===== src/rtl/psum_merge_unit.sv =====
// psum_merge_unit
//   Output-stage merger between NUM_CH parallel PE result lanes, the partial-sum
//   input FIFO and the single-write output FIFO. Each step captures one PE result
//   vector. Depending on mode, the unit then adds incoming partial sums per lane,
//   reduces across the lanes, or does both. The results are serialised into the
//   output FIFO.
//
//   Modes: 0 pass, 1 lane+psum, 2 lane reduce, 3 reduce+psum.
//
//   Ports:
//     clk, rstn            clock, asynchronous active-low reset
//     start, clear         job start pulse (IDLE only) / synchronous abort
//     mode, vec_count      job configuration, latched at start
//     pe_data/valid/ready  PE result vector capture (lane i at [i*IN_W +: IN_W])
//     psum_data/empty/ren  show-ahead partial-sum FIFO read side
//     out_data/full/wen    output FIFO write side
//     busy, done           status; done pulses once after the last word
//     sat_flag             sticky clamp indicator (saturating build only)
//
//   Build option: define PSUM_MERGE_SATURATE_EN to clamp every add to the
//   signed ACC_W range and expose sat_flag. Otherwise arithmetic wraps.
module psum_merge_unit #(
  parameter int unsigned NUM_CH = 4,
  parameter int unsigned IN_W   = 16,
  parameter int unsigned ACC_W  = 24,
  parameter int unsigned CNT_W  = 8
) (
  input  logic                     clk,
  input  logic                     rstn,
  input  logic                     start,
  input  logic                     clear,
  input  logic [1:0]               mode,
  input  logic [CNT_W-1:0]         vec_count,
  input  logic [NUM_CH*IN_W-1:0]   pe_data,
  input  logic                     pe_valid,
  output logic                     pe_ready,
  input  logic [ACC_W-1:0]         psum_data,
  input  logic                     psum_empty,
  output logic                     psum_ren,
  output logic [ACC_W-1:0]         out_data,
  input  logic                     out_full,
  output logic                     out_wen,
  output logic                     busy,
  output logic                     done
`ifdef PSUM_MERGE_SATURATE_EN
  ,
  output logic                     sat_flag
`endif
);

  localparam int unsigned     CH_W    = (NUM_CH > 1) ? $clog2(NUM_CH) : 1;
  localparam logic [CH_W-1:0] LAST_CH = CH_W'(NUM_CH - 1);

  typedef enum logic [2:0] {
    S_IDLE, S_CAPTURE, S_MERGE, S_FINAL, S_EMIT, S_DONE
  } state_e;

  typedef enum logic [1:0] {
    M_PASS, M_LANE_PSUM, M_REDUCE, M_REDUCE_PSUM
  } mode_e;

  state_e           state_q, state_d;
  mode_e            mode_q, mode_d;
  logic [CNT_W-1:0] remain_q, remain_d;
  logic [CH_W-1:0]  ch_q, ch_d;
  logic [ACC_W-1:0] lane_q [NUM_CH];
  logic [ACC_W-1:0] lane_d [NUM_CH];
  logic [ACC_W-1:0] acc_q, acc_d;

  logic [ACC_W-1:0] lane_sel;
  logic [ACC_W-1:0] add_a, add_b, add_res;

  assign lane_sel = lane_q[ch_q];

  // A single shared adder serves every merge step, because at most one add
  // happens per cycle: lane+psum, acc+lane, or acc+psum.
`ifdef PSUM_MERGE_SATURATE_EN
  logic [ACC_W:0] add_wide;
  logic           add_ovf;
  logic           sat_q, sat_d;

  always_comb begin
    add_wide = {add_a[ACC_W-1], add_a} + {add_b[ACC_W-1], add_b};
    add_ovf  = add_wide[ACC_W] ^ add_wide[ACC_W-1];
    if (!add_ovf) begin
      add_res = add_wide[ACC_W-1:0];
    end else if (add_wide[ACC_W]) begin
      add_res = {1'b1, {(ACC_W-1){1'b0}}};
    end else begin
      add_res = {1'b0, {(ACC_W-1){1'b1}}};
    end
  end

  // An add commits on every psum pop and on every reduce step in MERGE.
  always_comb begin
    sat_d = sat_q;
    if (state_q == S_IDLE && start && !clear) begin
      sat_d = 1'b0;
    end else if (add_ovf && (psum_ren || (state_q == S_MERGE && mode_q != M_LANE_PSUM))) begin
      sat_d = 1'b1;
    end
  end

  assign sat_flag = sat_q;
`else
  assign add_res = add_a + add_b;
`endif

  always_comb begin
    state_d  = state_q;
    mode_d   = mode_q;
    remain_d = remain_q;
    ch_d     = ch_q;
    lane_d   = lane_q;
    acc_d    = acc_q;
    add_a    = acc_q;
    add_b    = lane_sel;
    psum_ren = 1'b0;
    out_wen  = 1'b0;

    case (state_q)
      S_IDLE: begin
        if (start) begin
          if (vec_count == '0) begin
            state_d = S_DONE;
          end else begin
            mode_d   = mode_e'(mode);
            remain_d = vec_count;
            state_d  = S_CAPTURE;
          end
        end
      end

      S_CAPTURE: begin
        if (pe_valid) begin
          for (int unsigned i = 0; i < NUM_CH; i++) begin
            lane_d[i] = ACC_W'($signed(pe_data[i*IN_W +: IN_W]));
          end
          acc_d   = '0;
          ch_d    = '0;
          state_d = (mode_q == M_PASS) ? S_EMIT : S_MERGE;
        end
      end

      S_MERGE: begin
        if (mode_q == M_LANE_PSUM) begin
          add_a = lane_sel;
          add_b = psum_data;
          if (!psum_empty) begin
            psum_ren     = 1'b1;
            lane_d[ch_q] = add_res;
            if (ch_q == LAST_CH) begin
              ch_d    = '0;
              state_d = S_EMIT;
            end else begin
              ch_d = ch_q + 1'b1;
            end
          end
        end else begin
          acc_d = add_res;
          if (ch_q == LAST_CH) begin
            ch_d    = '0;
            state_d = (mode_q == M_REDUCE_PSUM) ? S_FINAL : S_EMIT;
          end else begin
            ch_d = ch_q + 1'b1;
          end
        end
      end

      S_FINAL: begin
        add_b = psum_data;
        if (!psum_empty) begin
          psum_ren = 1'b1;
          acc_d    = add_res;
          state_d  = S_EMIT;
        end
      end

      S_EMIT: begin
        if (!out_full) begin
          out_wen = 1'b1;
          if ((mode_q == M_PASS || mode_q == M_LANE_PSUM) && ch_q != LAST_CH) begin
            ch_d = ch_q + 1'b1;
          end else begin
            ch_d     = '0;
            remain_d = remain_q - 1'b1;
            state_d  = (remain_q == CNT_W'(1)) ? S_DONE : S_CAPTURE;
          end
        end
      end

      S_DONE: state_d = S_IDLE;

      default: state_d = S_IDLE;
    endcase

    // Abort only redirects the state; strobes already raised this cycle stand.
    if (clear) begin
      state_d = S_IDLE;
    end
  end

  assign pe_ready = (state_q == S_CAPTURE);
  assign busy     = (state_q != S_IDLE);
  assign done     = (state_q == S_DONE);
  assign out_data = (state_q != S_EMIT) ? '0 :
                    (mode_q == M_PASS || mode_q == M_LANE_PSUM) ? lane_sel : acc_q;

  always_ff @(posedge clk or negedge rstn) begin
    if (!rstn) begin
      state_q  <= S_IDLE;
      mode_q   <= M_PASS;
      remain_q <= '0;
      ch_q     <= '0;
      acc_q    <= '0;
      for (int unsigned i = 0; i < NUM_CH; i++) begin
        lane_q[i] <= '0;
      end
`ifdef PSUM_MERGE_SATURATE_EN
      sat_q    <= 1'b0;
`endif
    end else begin
      state_q  <= state_d;
      mode_q   <= mode_d;
      remain_q <= remain_d;
      ch_q     <= ch_d;
      acc_q    <= acc_d;
      lane_q   <= lane_d;
`ifdef PSUM_MERGE_SATURATE_EN
      sat_q    <= sat_d;
`endif
    end
  end

endmodule

===== config.mk =====
export PLATFORM = sky130hd
export DESIGN_NAME = psum_merge_unit
export DESIGN_NICKNAME = d
export VERILOG_FILES = /design/src/rtl/psum_merge_unit.sv
export SDC_FILE = /design/constraint.sdc
export NUM_CORES = 1
export LEC_CHECK = 0
export ABC_AREA = 1
export CELL_PAD_IN_SITES_DETAIL_PLACEMENT = 1
export CELL_PAD_IN_SITES_GLOBAL_PLACEMENT = 2
export CORE_ASPECT_RATIO = 1.2
export CORE_UTILIZATION = 31
export CTS_BUF_LIST = sky130_fd_sc_hd__clkbuf_16
export DETAILED_ROUTE_END_ITERATION = 10
export PLACE_DENSITY = 0.87
export SYNTH_ARGS = -nofsm -noshare
export SYNTH_HDL_FRONTEND = slang
export SYNTH_SLANG_ARGS = --single-unit
export TNS_END_PERCENT = 5

===== constraint.sdc =====
create_clock -name clk -period 4 [get_ports clk]
set_input_delay 0.6 -clock clk [delete_from_list [all_inputs] [get_ports clk]]
set_output_delay 0.6 -clock clk [all_outputs]
set_load 0.1 [all_outputs]

==> results.json <==
{
  "drt_wl_total_um": 38400,
  "path_buf_inv": 2,
  "synth_area_um2": 9320,
  "tightest_slew_ps": 965,
  "nNetsFinal": 1636,
  "ys_ff_latch": 135,
  "die_area_um2": 30800,
  "synth_area_leaders": "dfrtp_1, nand2_1, a21oi_1",
  "slowest_stage": "fa_1",
  "worstPathRequired_ps": 4290,
  "critPathTopFamily": "simple AND/OR/NAND/NOR gates",
  "grt_antenna_before_repair": 1,
  "clockBufferDepth": 2,
  "cap_violations": 0,
  "synth_top_area_cell": "dfrtp_1",
  "finClkSkew_ps": 12.1,
  "synth_edf_count": 0,
  "ctsHoldBuffers": 0,
  "cts_made_buffers": 17,
  "dr.pass1.iters": 4,
  "cts_tree": "yes",
  "port_buffers": 133,
  "hold_violations": 0,
  "die_h_um": 192,
  "ctsRootBufferMaster": "clkbuf_16",
  "overflow": 0,
  "finalSetupViolCount": 0,
  "hpwl_um": 28500,
  "crit_fanout": 12,
  "drive_gt1_share_pct": 7.53,
  "detail_route.wl_per_cell_um": 20.1,
  "ant_nets": 0,
  "gp_congestion": 0.925,
  "rsz0062_at_grt": "false",
  "synthTopCellsByCount": "nand2_1, a21oi_1, dfrtp_1, nor2_1, o21ai_0",
  "fin_tns_setup_ps": 0,
  "path_clk_slew_ps": 60,
  "die_width_um": 160,
  "vias_per_cell": 5.34,
  "synthArstFlopShare_pct": 100,
  "fin_crit_sh_pct": 93.0,
  "worstPathArrival_ps": 4010,
  "start_util_pct": 31.5,
  "postCtsSetupBuffers": 0,
  "synth.distinct_cells": 37,
  "slew_viol_final": 0,
  "grt_usage_pct": 25.8,
  "clk-insertion-delay-late_ps": 440,
  "areaGrowthSynthToFinish_pct": 28.7,
  "grt_max_degree": 87,
  "path_class": "register to register",
  "synth-seq-area-share_pct": 36.2,
  "core_area_um2": 29600,
  "crit_path_start_kind": "register",
  "max_slew_margin_pct": 35.5,
  "synth_ff_type": "dfrtp_1",
  "placementRows": 69,
  "fmax_ghz": 0.269,
  "syn_inst": 1386,
  "synth_warnings": 0,
  "num_io_pins": 134,
  "max_stage_delay_ps": 580,
  "grt_pass1_wl_um": 60200,
  "min_path_type": "input pin to async pin",
  "setup.worst_path.end_class": "register",
  "htreeDepth": 4,
  "yosysMostFrequentCell": "nand2_1",
  "drtIter0Drc": 552,
  "synth.avg_cell_area_um2": 6.73,
  "synth_fp_nets": 1521,
  "numClockSinks": 135,
  "via_count": 10200,
  "final.min_clock_period_ps": 3720,
  "fill_cells": 3696,
  "synth_top_area_share_pct": 36.2,
  "drc": 0,
  "status": "finished, final reports clean",
  "grt_pass1_vias": 10600,
  "path_cells": "inv_2 -> nand2_2 -> nor2_1 -> nand2_1 -> buf_4 -> nand2_1 -> o21ai_0 -> fa_1 -> nand3_1 -> nand3_1 -> nand2_1 -> nand2_1 -> nand2_1 -> nand4_1 -> nand3_1 -> a21oi_1",
  "crit_top_cell": "nand2_1"
}
-- per-layer routing --
metal / up-vias / track usage, % / share of wire (%)
met2: 240 / 43.9 / 48
li1: 4833 / - / -
met3: 57 / 4.43 / 5.1
met4: 0 / 9.63 / 2.7
met5: - / 0 / 0
met1: 5059 / 32.6 / 44
-- worst reg2reg max path, stage by stage, from the launching register on --
cell and delay (ps):
dfrtp_1 410, inv_2 120, nand2_2 110, nor2_1 180, nand2_1 340, buf_4 300
nand2_1 60, o21ai_0 140, fa_1 580, nand3_1 110, nand3_1 250, nand2_1 140
nand2_1 140, nand2_1 120, nand4_1 310, nand3_1 210, a21oi_1 70
-- what timing repair did --
item	4_1_cts	5_1_grt
endpoints found under the hold margin	0	0
endpoints found under the setup margin	0	1
resized for setup	0	1
-- cells in the final DEF, fill, tap and decap left out, types with 3 or more instances in the layout --
master and count:
nand3b_1 9, nand3_1 92, inv_2 7, nor3_1 4
diode_2 3, xor2_1 8, nand2_2 3, a21oi_1 189
inv_1 101, nor4_1 3, o21ai_2 4, clkbuf_16 17
a21oi_2 4, buf_4 31, dfrtp_1 135, ha_1 29
nand4_1 8, a32o_1 22, a22o_1 7, nor2_1 135
buf_12 26, nand2_1 416, clkdlybuf4s50_1 106, clkinv_2 3
o21ai_1 7, or2_2 3, o21ai_0 107, clkinv_1 4
bufinv_16 6, a31oi_1 8
-- stage by stage --
step	utilization, %	setup WS (ps)	instance area, um^2	hold slack [ps]	cells
final	40.5	281	12000	194	1907
after global routing	40.5	27.2	12000	296	1904
after CTS	40.5	222	12000	264	1904
after global placement	38.2	310	11300	466	1872
after floorplan	-	542	9320	304	1386
after detailed placement	38.2	264	11300	475	1872
-- sequential cells by signal, summed over array words and instances, names as in the netlist --
name      count
mode_q        2
state_q       3
ch_q          2
lane_q       96
remain_q      8
acc_q        24
-- layout make-up --
| cell class | count | area [um^2] | area share (%) |
|---|---|---|---|
| Clock inverter | 15 | 233 | 1.94 |
| Tap cell | 390 | 488 | 4.07 |
| Multi-Input combinational cell | 1073 | 5230 | 43.5 |
| Sequential cell | 135 | 3380 | 28.2 |
| Timing Repair Buffer | 164 | 1830 | 15.2 |
| Antenna cell | 3 | 7.51 | 0.0626 |
| Clock buffer | 17 | 425 | 3.55 |
| Inverter | 110 | 415 | 3.46 |
-- cell families after synthesis --
logic type                 count (synthesis)  synth area share, %
AOI/OAI and AO/OA                        356                 21.2
xor gates and xnor gates                  11                 1.03
adders and majority gates                 30                 4.11
buffers and inverters                    178                 7.93
DFF                                      135                 36.2
and+or+nand+nor                          676                 29.5
-- worst paths after layout --
check,from,to,slack (ps),cells after the start
worst max register to register,state_q[2]$_DFFE_PN0P_,lane_q[22]$_DFFE_PN0P_,280,16
worst min register to register,lane_q[50]$_DFFE_PN0P_,lane_q[50]$_DFFE_PN0P_,490,2
max in group asynchronous,rstn,lane_q[30]$_DFFE_PN0P_,2860,2
min in group clk,lane_q[50]$_DFFE_PN0P_,lane_q[50]$_DFFE_PN0P_,490,2
worst min-delay path,rstn,mode_q[1]$_DFFE_PN0P_,190,1
worst max-delay path,state_q[2]$_DFFE_PN0P_,lane_q[22]$_DFFE_PN0P_,280,16
Power is left out: the tool's default activity adds up to more than one toggle a clock period on the data nets, which glitch-free logic cannot reach.
